`src/rtl/wb_port_arbiter_pkg.sv`:
```
// wb_port_arbiter_pkg: shared register-file write-port widths and request record
package wb_port_arbiter_pkg;
  localparam int REG_CNT = 16;
  localparam int REG_ADDR_W = 4;
  localparam int DATA_W = 32;
  typedef struct packed {
    logic valid;
    logic [REG_ADDR_W-1:0] dest;
    logic [DATA_W-1:0] data;
  } wb_req_t;
endpackage

```
`src/rtl/wb_port_arbiter_scoreboard.sv`:
```
// wb_scoreboard: bitmap of registers with an outstanding long-latency write
module wb_scoreboard
  import wb_port_arbiter_pkg::*;
(
  input  logic                  clk,
  input  logic                  rst,
  input  logic                  flush,
  input  logic                  clr_en,
  input  logic [REG_ADDR_W-1:0] clr_idx,
  input  logic                  set_en,
  input  logic [REG_ADDR_W-1:0] set_idx,
  output logic [REG_CNT-1:0]    pending
);
  // set is applied after clear so a retire and re-issue of one register leaves it pending
  always_ff @(posedge clk)
    if (!rst || flush) pending <= '0;
    else pending <= (pending & ~(REG_CNT'(clr_en) << clr_idx)) | (REG_CNT'(set_en) << set_idx);
endmodule

```
`src/rtl/wb_port_arbiter.sv`:
```
// wb_port_arbiter: shares the register-file write port between the pipeline and the long-latency unit
module wb_port_arbiter
  import wb_port_arbiter_pkg::*;
#(
  parameter int MAX_WAIT = 4,
  parameter int DATA_W = 32
) (
  input  logic                  clk,
  input  logic                  rst,
  input  logic                  flush,
  input  logic                  a_valid,
  input  logic [REG_ADDR_W-1:0] a_dest,
  input  logic [DATA_W-1:0]     a_data,
  output logic                  a_ready,
  input  logic                  b_issue,
  input  logic [REG_ADDR_W-1:0] b_issue_dest,
  input  logic                  b_valid,
  input  logic [REG_ADDR_W-1:0] b_dest,
  input  logic [DATA_W-1:0]     b_data,
  output logic                  b_ready,
  output logic                  writeBackEn,
  output logic [REG_ADDR_W-1:0] Dest_wb,
  output logic [DATA_W-1:0]     Result_WB,
  output logic [REG_CNT-1:0]    pending
);
  logic [3:0] wait_cnt;
  logic a_blocked, force_b;
  // A yields when its target still has an older B write in flight
  always_comb begin
    a_blocked = a_valid & pending[a_dest];
    force_b = b_valid & (wait_cnt == 4'(MAX_WAIT));
    b_ready = rst & ~flush & b_valid & (force_b | ~a_valid | a_blocked);
    a_ready = rst & ~flush & a_valid & ~a_blocked & ~b_ready;
  end
  always_ff @(posedge clk)
    if (!rst || !b_valid || b_ready || flush) wait_cnt <= '0;
    else if (wait_cnt != 4'(MAX_WAIT)) wait_cnt <= wait_cnt + 4'd1;
  always_ff @(posedge clk)
    if (!rst) begin
      writeBackEn <= 1'b0;
      Dest_wb <= '0;
      Result_WB <= '0;
    end else begin
      writeBackEn <= a_ready | b_ready;
      if (b_ready) begin
        Dest_wb <= b_dest;
        Result_WB <= b_data;
      end else if (a_ready) begin
        Dest_wb <= a_dest;
        Result_WB <= a_data;
      end
    end
  wb_scoreboard u_sb (
    .clk(clk),
    .rst(rst),
    .flush(flush),
    .clr_en(b_ready),
    .clr_idx(b_dest),
    .set_en(b_issue),
    .set_idx(b_issue_dest),
    .pending(pending)
  );
endmodule

```
`config.mk`:
```
export PLATFORM = sky130hd
export DESIGN_NAME = wb_port_arbiter
export DESIGN_NICKNAME = d
export VERILOG_FILES = /design/src/rtl/wb_port_arbiter_pkg.sv /design/src/rtl/wb_port_arbiter_scoreboard.sv /design/src/rtl/wb_port_arbiter.sv
export SDC_FILE = /design/constraint.sdc
export NUM_CORES = 1
export LEC_CHECK = 0
export ABC_AREA = 1
export CAP_MARGIN = 20
export CORE_MARGIN = 4
export CORE_UTILIZATION = 46
export DETAILED_ROUTE_END_ITERATION = 7
export PLACE_DENSITY = 0.92
export SETUP_SLACK_MARGIN = 0.2
export SLEW_MARGIN = 40
export SYNTH_ARGS = -nofsm -noshare
export SYNTH_HDL_FRONTEND = slang
export SYNTH_HIERARCHICAL = 1
export SYNTH_SLANG_ARGS = --single-unit
```
`constraint.sdc`:
```
create_clock -name clk -period 3.06 [get_ports clk]
set_input_delay 0.765 -clock clk [delete_from_list [all_inputs] [get_ports clk]]
set_output_delay 0.765 -clock clk [all_outputs]
set_load 0.05 [all_outputs]
```
-- After elaboration in Yosys (flattened, before gate mapping)
Cells that the tools add are included.
- input bits: 82
- word-level logic and storage cells: 42
- register bits: 57
- output and inout port bits: 55
- add/sub/neg operators: 1
- bitwise gates (word level): 18
- order comparisons: 1
- equal/unequal tests: 2
- multiplexer cells: 6
- shift operators: 2
- reduce and logical (&&, ||, !) cells: 7
- operators by type and width (cell ; count):
    32-bit two-way mux ; 2
    1-bit by 4-bit << shifter with 16-bit output ; 2
    16-bit AND ; 1
    16-bit NOT ; 1
    16-bit bitwise OR ; 1
    1-bit AND ; 8
    4-bit two-way mux ; 2
    4-bit by 5-bit less-than comparator with 1-bit output (second input constant) ; 1
    4-bit by 1-bit adder with 4-bit output (second input constant) ; 1
    1-bit binary-select mux with 4-bit select ; 1
    4-bit by 3-bit == test with 1-bit output (second input constant) ; 1
    1-bit logical OR ; 4
    4-bit by 3-bit != test with 1-bit output (second input constant) ; 1
    1-bit NOT ; 4
    1-bit bitwise OR ; 3
    1-bit logical NOT ; 2
    2-bit nonzero test ; 1
    1-bit two-way mux ; 1

-- Depth between registers and ports, before layout
Gate-level depths: netlist of run 1.
- depth in word-level cells: 9
- mapped depth: 16
- gate-level depth less buffers: 14

-- Modules after synthesis
Netlist of run 1, hierarchy kept.
- modules (own cells, without submodules) (module ; cells an instance ; sequential area each (µm²) ; times used ; area each (µm²)):
    wb_port_arbiter ; 391 ; 820.8 ; 1 ; 2441.1
    wb_scoreboard ; 103 ; 320.3 ; 1 ; 742.0

-- Worst setup path after synthesis of run 1
Ideal clock, no wire load.
- kind: input-to-output
- start: input port a_dest[0]
- end: output port a_ready
- path buffers: 2
- cell stages on the path: 11
- arrival: 2.383 ns
- path slack: -0.088 ns
- required time: 2.295 ns
- cells stage by stage: buf_6 -> inv_4 -> nand2_1 -> nand3_1 -> nand3_1 -> nand3_2 -> nand3_2 -> nand2_2 -> inv_2 -> buf_4 -> nor2_1
- word-level cells in the longest chain between the ends: 7
- elaborated cells on any way between the ends: 9
- those cells by class: 2 x mux; 7 x bitwise
- ends and longest elaborated chain (what ; RTL line ; source):
    start, declared ; wb_port_arbiter.sv:12 ; input logic [REG_ADDR_W-1:0] a_dest,
    1-bit binary-select mux with 4-bit select ; wb_port_arbiter.sv:30 ; a_blocked = a_valid & pending[a_dest];
    1-bit two-way mux (implied by the code) ; wb_port_arbiter.sv:30 ;
    1-bit AND ; wb_port_arbiter.sv:30 ;
    1-bit bitwise OR ; wb_port_arbiter.sv:32 ; b_ready = rst & ~flush & b_valid & (force_b | ~a_valid | a_blocked);
    1-bit AND ; wb_port_arbiter.sv:32 ;
    named net b_ready ; wb_port_arbiter.sv:20 ; output logic b_ready,
    1-bit NOT ; wb_port_arbiter.sv:33 ; a_ready = rst & ~flush & a_valid & ~a_blocked & ~b_ready;
    1-bit AND ; wb_port_arbiter.sv:33 ;
    end, declared ; wb_port_arbiter.sv:14 ; output logic a_ready,
The timed path passes the listed nets, and every way through them passes these cells. The select of a mux whose other input is x is not followed.

-- Worst setup path after layout of run 1
- start: input port a_dest[1]
- end: output port a_ready
- word-level cells in the longest chain between the ends: 7
- elaborated cells on any way between the ends: 9
- those cells by class: 2 x mux; 7 x bitwise
- ends and longest elaborated chain (what ; RTL line):
    1-bit binary-select mux with 4-bit select * ; wb_port_arbiter.sv:30
    1-bit two-way mux (implied by the code) * ; wb_port_arbiter.sv:30
    1-bit AND * ; wb_port_arbiter.sv:30
    1-bit bitwise OR ; wb_port_arbiter.sv:32
    1-bit AND ; wb_port_arbiter.sv:32
    1-bit NOT ; wb_port_arbiter.sv:33
    1-bit AND * ; wb_port_arbiter.sv:33
Every way passes the cells marked *; elsewhere a longest branch is shown, timed or not. The select of a mux whose other input is x is not followed.

==> results of run 1 <==
synthesized netlist by cell type, drive strengths merged:
| cell | instances | area [um^2] |
|---|---|---|
| nand3 | 146 | 746 |
| nand2 | 115 | 434 |
| inv | 77 | 292 |
| dfxtp | 57 | 1140 |
| nor2 | 25 | 106 |
| buf | 22 | 169 |
| a21oi | 19 | 95.1 |
| nand4 | 17 | 106 |
| clkbuf | 8 | 30.0 |
| ha | 2 | 25.0 |
| clkinv | 1 | 3.75 |
| nand3b | 1 | 7.51 |
| nor3 | 1 | 5.00 |
| o21ai | 1 | 5.00 |
| xnor2 | 1 | 8.76 |
| xor2 | 1 | 8.76 |
state kept, by name, summed over array words and instances, names as in the netlist:
name	cells
Result_WB	32
u_sb/pending	16
Dest_wb	4
wait_cnt	4
writeBackEn	1
routing by layer:
metal	track usage [%]	wire, um
met5	0	0
met2	41.8	5150
met3	4.97	908
met1	27.3	4010
met4	14.6	453
through the flow:
| stage | setup TNS [ns] | hold WS, ns |
|---|---|---|
| after CTS | 0 | 0.490 |
| after detailed placement | -0.0420 | 0.479 |
| final | 0 | 0.490 |
| after global routing | 0 | 0.505 |
| after floorplan | 0 | 0.474 |
| after global placement | 0 | 0.477 |
cells by family after synthesis:
kind of cell / Yosys count / synth area share, %
buf+inv: 108 / 15.5
xor+xnor: 2 / 0.550
fa+ha+maj: 2 / 0.786
compound gates: 20 / 3.14
simple gates: 305 / 44.1
flops: 57 / 35.8
final cells by class:
class,instances,area share [%]
Clock buffer,11,2.94
Multi-Input combinational cell,329,32.6
Inverter,78,6.25
Sequential cell,57,23.7
Tap cell,80,2.08
Timing Repair Buffer,154,32.0
Clock inverter,4,0.416
power groups by stage:
stage	logic [mW]	registers (mW)	clock network, mW
finish	0.450	0.783	0.604
CTS	0.439	0.783	0.615
detailed placement	0.435	0.799	0
global route	0.478	0.785	0.638
floorplan	0.150	0.887	0
global placement	0.425	0.798	0
worst paths after layout:
check             cells past startpoint             from  slack, ns               to
hold reg to reg                       2  u_sb/pending[4]       0.49  u_sb/pending[4]
setup reg to reg                     12      wait_cnt[0]       0.82     Result_WB[0]
hold / removal                        2  u_sb/pending[4]       0.49  u_sb/pending[4]
setup / recovery                     10        a_dest[1]       0.30          a_ready
critical path, delay by kind of cell:
family / cells / cell delay (ns)
buffers and inverters: 4 / 0.66
AND/OR/NAND/NOR: 6 / 0.56
what timing repair did:
item,in CTS,in global routing
buffers inserted,2,3
cloned,0,1
setup endpoints to repair,2,2
resized for setup,6,6
pin swaps,0,3
==> run metrics, run 1 <==
result of the run finished clean; Worst-path clk slew approximately 0.060 ns; Int Power about 1.3 mW; CP cell instances dlygate4sd2_1, buf_4, nand3_1, nand3_1, nand3_2, nand3_2, nand2_2, inv_4, nor2_4, buf_8; Die Wd just over 90 um; via count between 3,000 and 4,000; design area around 4800 um^2; Worst EP required approximately 2.3 ns; DRT iter0 DRCs between 300 and 400; Antenna diodes 0; Max Slew Vio Count 0; Post-DP Area about 4600 um^2; row count 30; total power 1.84 mW; Netlist cell types 23; Leak between 2 and 2.5 nW; PnR worst setup slack 0.301 ns; Net Sw Frac a little over 30%; die area slightly above 8000 um^2; CTS Hold Bufs 0; Achievable Freq ~360 MHz; unrepaired setup endpoints after global routing false; Avg WL per Cell about 15 um; min Tclk post-route about 2.8 ns; Sequential cell area around 1100 um^2; critical path class in -> out; grt total ovfl 0; die height 91.2 um; Synth warnings 6; fin crit share 90.2%; total core area between 6000 and 7000 um^2; slew margin rel. 55.1%; CP Data Arrival Time 1.99 ns; Synth Instances 494; P&R area growth vs syn 51.1%; number of I/O pins around 140; Clk network pwr share about a third; layout cells sized above 1 8.69%; max cap viols 0; Final Setup Violations 0; actual transition at the worst max-transition pin just under 0.7 ns; largest net degree at the start of global routing between 70 and 80; ANT nets after route 0; crit path max fanout 4; # nets final ~710; fin cells 713; via count of the first global-routing pass 3,629; I/O Buffers between 100 and 150; Hold Path Class reg -> reg; final core utilization approximately 70%; CTS tree done; power share of the sequential group 42.6%; dpl cells 692; Worst path max stage delay 0.28 ns; pre-CTS setup slack -0.0420 ns; worst skew pair latency 0.34 ns; Max VDD drop ~0.24 mV; CTS Sinks 57; # fillers 546; Combinational Power Share 24.5%; per-instance average area after synthesis about 6.4 um^2; P_sw approximately 570 uW; most frequent cells in the layout nand3_1, clkdlybuf4s50_1, nand2_1; initial antenna violation count 0; global-route wire length before repair roughly 16,000 um; Power Density between 300 and 400 nW/um^2; most common cell after layout, fill and taps aside nand3_1; TritonRoute pass-1 iters 5; crit path launch type primary input; Synth Net Count a little under 600; Vias per Instance ~5.4; #FFs+latches synth 57; DP Wirelength ~7600 um; GP Congestion 0.864; clk root buf clkbuf_8; multi-input logic area between 1500 and 2000 um^2; Routed WL about 11,000 um; CTS H-tree depth 3; gr usage total between 20% and 30%; Crit. End Element output pin; register area share after synthesis 35.8%; crit path max-delay cell type dlygate4sd2_1; total CTS buffers 9; Final Hold Viols 0; Clock Tree Buf Depth 2; Residual DRC 0; area of the mapped netlist about 3200 um^2; Clock Skew roughly 0.0063 ns; Initial Util 47.1%
(Power assumes the default switching activity.)
==> run 2: changes to the inputs <==
--- a/config.mk
+++ b/config.mk
@@ -7,10 +7,10 @@
 export LEC_CHECK = 0
 export ABC_AREA = 1
 export CAP_MARGIN = 20
-export CORE_MARGIN = 4
 export CORE_UTILIZATION = 46
 export DETAILED_ROUTE_END_ITERATION = 7
-export PLACE_DENSITY = 0.92
+export GPL_TIMING_DRIVEN = 0
+export PLACE_DENSITY = 0.86
 export SETUP_SLACK_MARGIN = 0.2
 export SLEW_MARGIN = 40
 export SYNTH_ARGS = -nofsm -noshare
==> run metrics, run 2 (same netlist as run 1, synthesis figures left out) <==
clk root buf clkbuf_8; most frequent cells in the layout nand3_1, clkdlybuf4s50_1, nand2_1; most common cell after layout, fill and taps aside nand3_1; Die Wd 85.2 um (-6.6%); Final Setup Violations 0 (unchanged); Hold Path Class reg -> reg; crit path launch type primary input; Max Slew Vio Count 0 (unchanged); total CTS buffers 9 (unchanged); CTS tree done; global-route wire length before repair 17,200 um (+5.4%); total core area 6530 um^2 (-3.3%); actual transition at the worst max-transition pin 0.553 ns (-0.121 ns); Final Hold Viols 0 (unchanged); Clock Skew 0.00744 ns (+0.00112 ns); Leak 2.32 nW (+3.5%); CTS Sinks 57 (unchanged); P&R area growth vs syn 55.5%; largest net degree at the start of global routing 11 (-85%); Fin Setup TNS 0 ns (unchanged); pre-CTS setup slack -0.989 ns (-0.947 ns); die area 7260 um^2 (-13%); max FFs per register 32 (unchanged); Post-DP Area 4620 um^2 (+1.2%); layout cells sized above 1 11.0% (+2.3 points); Achievable Freq 354 MHz (-2.4%); via count 3,970 (+3.3%); Sequential cell area 1140 um^2 (unchanged); design area 4950 um^2 (+3.0%); gr usage total 30.1% (+5.9 points); critical path class in -> out; Initial Util 48.7% (+1.6 points); Worst EP required 2.29 ns (about the same); unrepaired setup endpoints after global routing false; TritonRoute pass-1 iters 5 (unchanged); Largest regs Result_WB (32), u_sb/pending (16); # fillers 510 (-6.6%); die height 85.2 um (-6.6%); result of the run finished clean; CTS H-tree depth 3 (unchanged); fin cells 731 (+2.5%); DP Wirelength 8030 um (+6.2%); PnR worst setup slack 0.233 ns (-0.0688 ns); most flop-heavy register Result_WB; worst skew pair latency 0.33 ns (about the same); CTS Hold Bufs 0 (unchanged); GP Congestion 0.936 (+8.3%); number of I/O pins 137 (unchanged); DRT iter0 DRCs 364 (+0.28%); slew margin rel. 63.0% (+7.9 points); row count 29 (-3.3%); Min Hold Slack 0.479 ns (-0.0109 ns); ANT nets after route 0 (unchanged); multi-input logic area 1580 um^2 (+0.72%); Vias per Instance 5.43 (+0.71%); I/O Buffers 133 (-2.2%); final core utilization 75.8% (+4.6 points); Routed WL 11,000 um (+4.9%); via count of the first global-routing pass 3,731 (+2.8%); initial antenna violation count 1 (+1); # nets final 733 (+2.8%); Avg WL per Cell 15.1 um (+2.3%); CP Data Arrival Time 2.06 ns (+0.07 ns); crit path max fanout 2 (-2); total power 1.96 mW (+6.5%); Worst-path clk slew 0.07 ns (about the same); Power Density 395 nW/um^2 (+3.5%); Clock Tree Buf Depth 2 (unchanged); dpl cells 704 (+1.7%); fin crit share 92.4% (+2.2 points); Crit. End Element output pin; Residual DRC 0 (unchanged); Max VDD drop 0.274 mV (+16%); max cap viols 0 (unchanged); min Tclk post-route 2.83 ns (+0.0688 ns); grt total ovfl 0 (unchanged)
## run 2: cell types whose count changed in the layout (fill, tap and decap cells not counted), moves of 3 or more
cell / change
buf_2: +11
buf_4: -5
buf_6: +12
clkbuf_1: +7
clkdlybuf4s50_1: -5
nand3_2: -3
## run 2: layout make-up
cell class / count / share of cell area, %
repair buffers: 144 / 28.6
diodes: 1 / 0.0505
inverters: 78 / 6.01
well taps: 77 / 1.95
flip-flops and latches: 57 / 23.0
plain buffers: 30 / 4.50
clock inverters: 3 / 0.809
multi-input cells: 329 / 31.9
clock buffers: 12 / 3.13
## run 2: metal layers
metal  global-route usage (%)  share of wire (%)
met3                     4.57                9.2
met5                        0                  0
met2                     50.4                 48
met4                     15.1                3.2
met1                     37.9                 40
## run 2: what timing repair did
item	4_1_cts	5_1_grt
pin swaps	1	1
setup endpoints to repair	2	2
gates resized for setup	31	6
setup buffers	7	4
## run 2: worst max-delay path, stage by stage
cell and delay (ns):
clkdlybuf4s50_1 0.50, nand3_1 0.12, nand3b_1 0.26, buf_6 0.17
nor2_4 0.09, buf_6 0.16
## run 2: report_power, final
group          switching [mW]  internal [mW]  total [mW]
Combinational           0.263          0.202       0.465
Clock                   0.295          0.414       0.708
Sequential             0.0155          0.769       0.784
Total                   0.573           1.38        1.96
## run 2: path summary, 6_finish.rpt
check,endpoint,depth (start not counted),slack [ns],from
setup / recovery,a_ready,6,0.23,a_valid
setup reg to reg,u_sb/pending[10],15,0.74,wait_cnt[0]
hold / removal,u_sb/pending[13],2,0.48,u_sb/pending[13]
hold reg to reg,u_sb/pending[13],2,0.48,u_sb/pending[13]
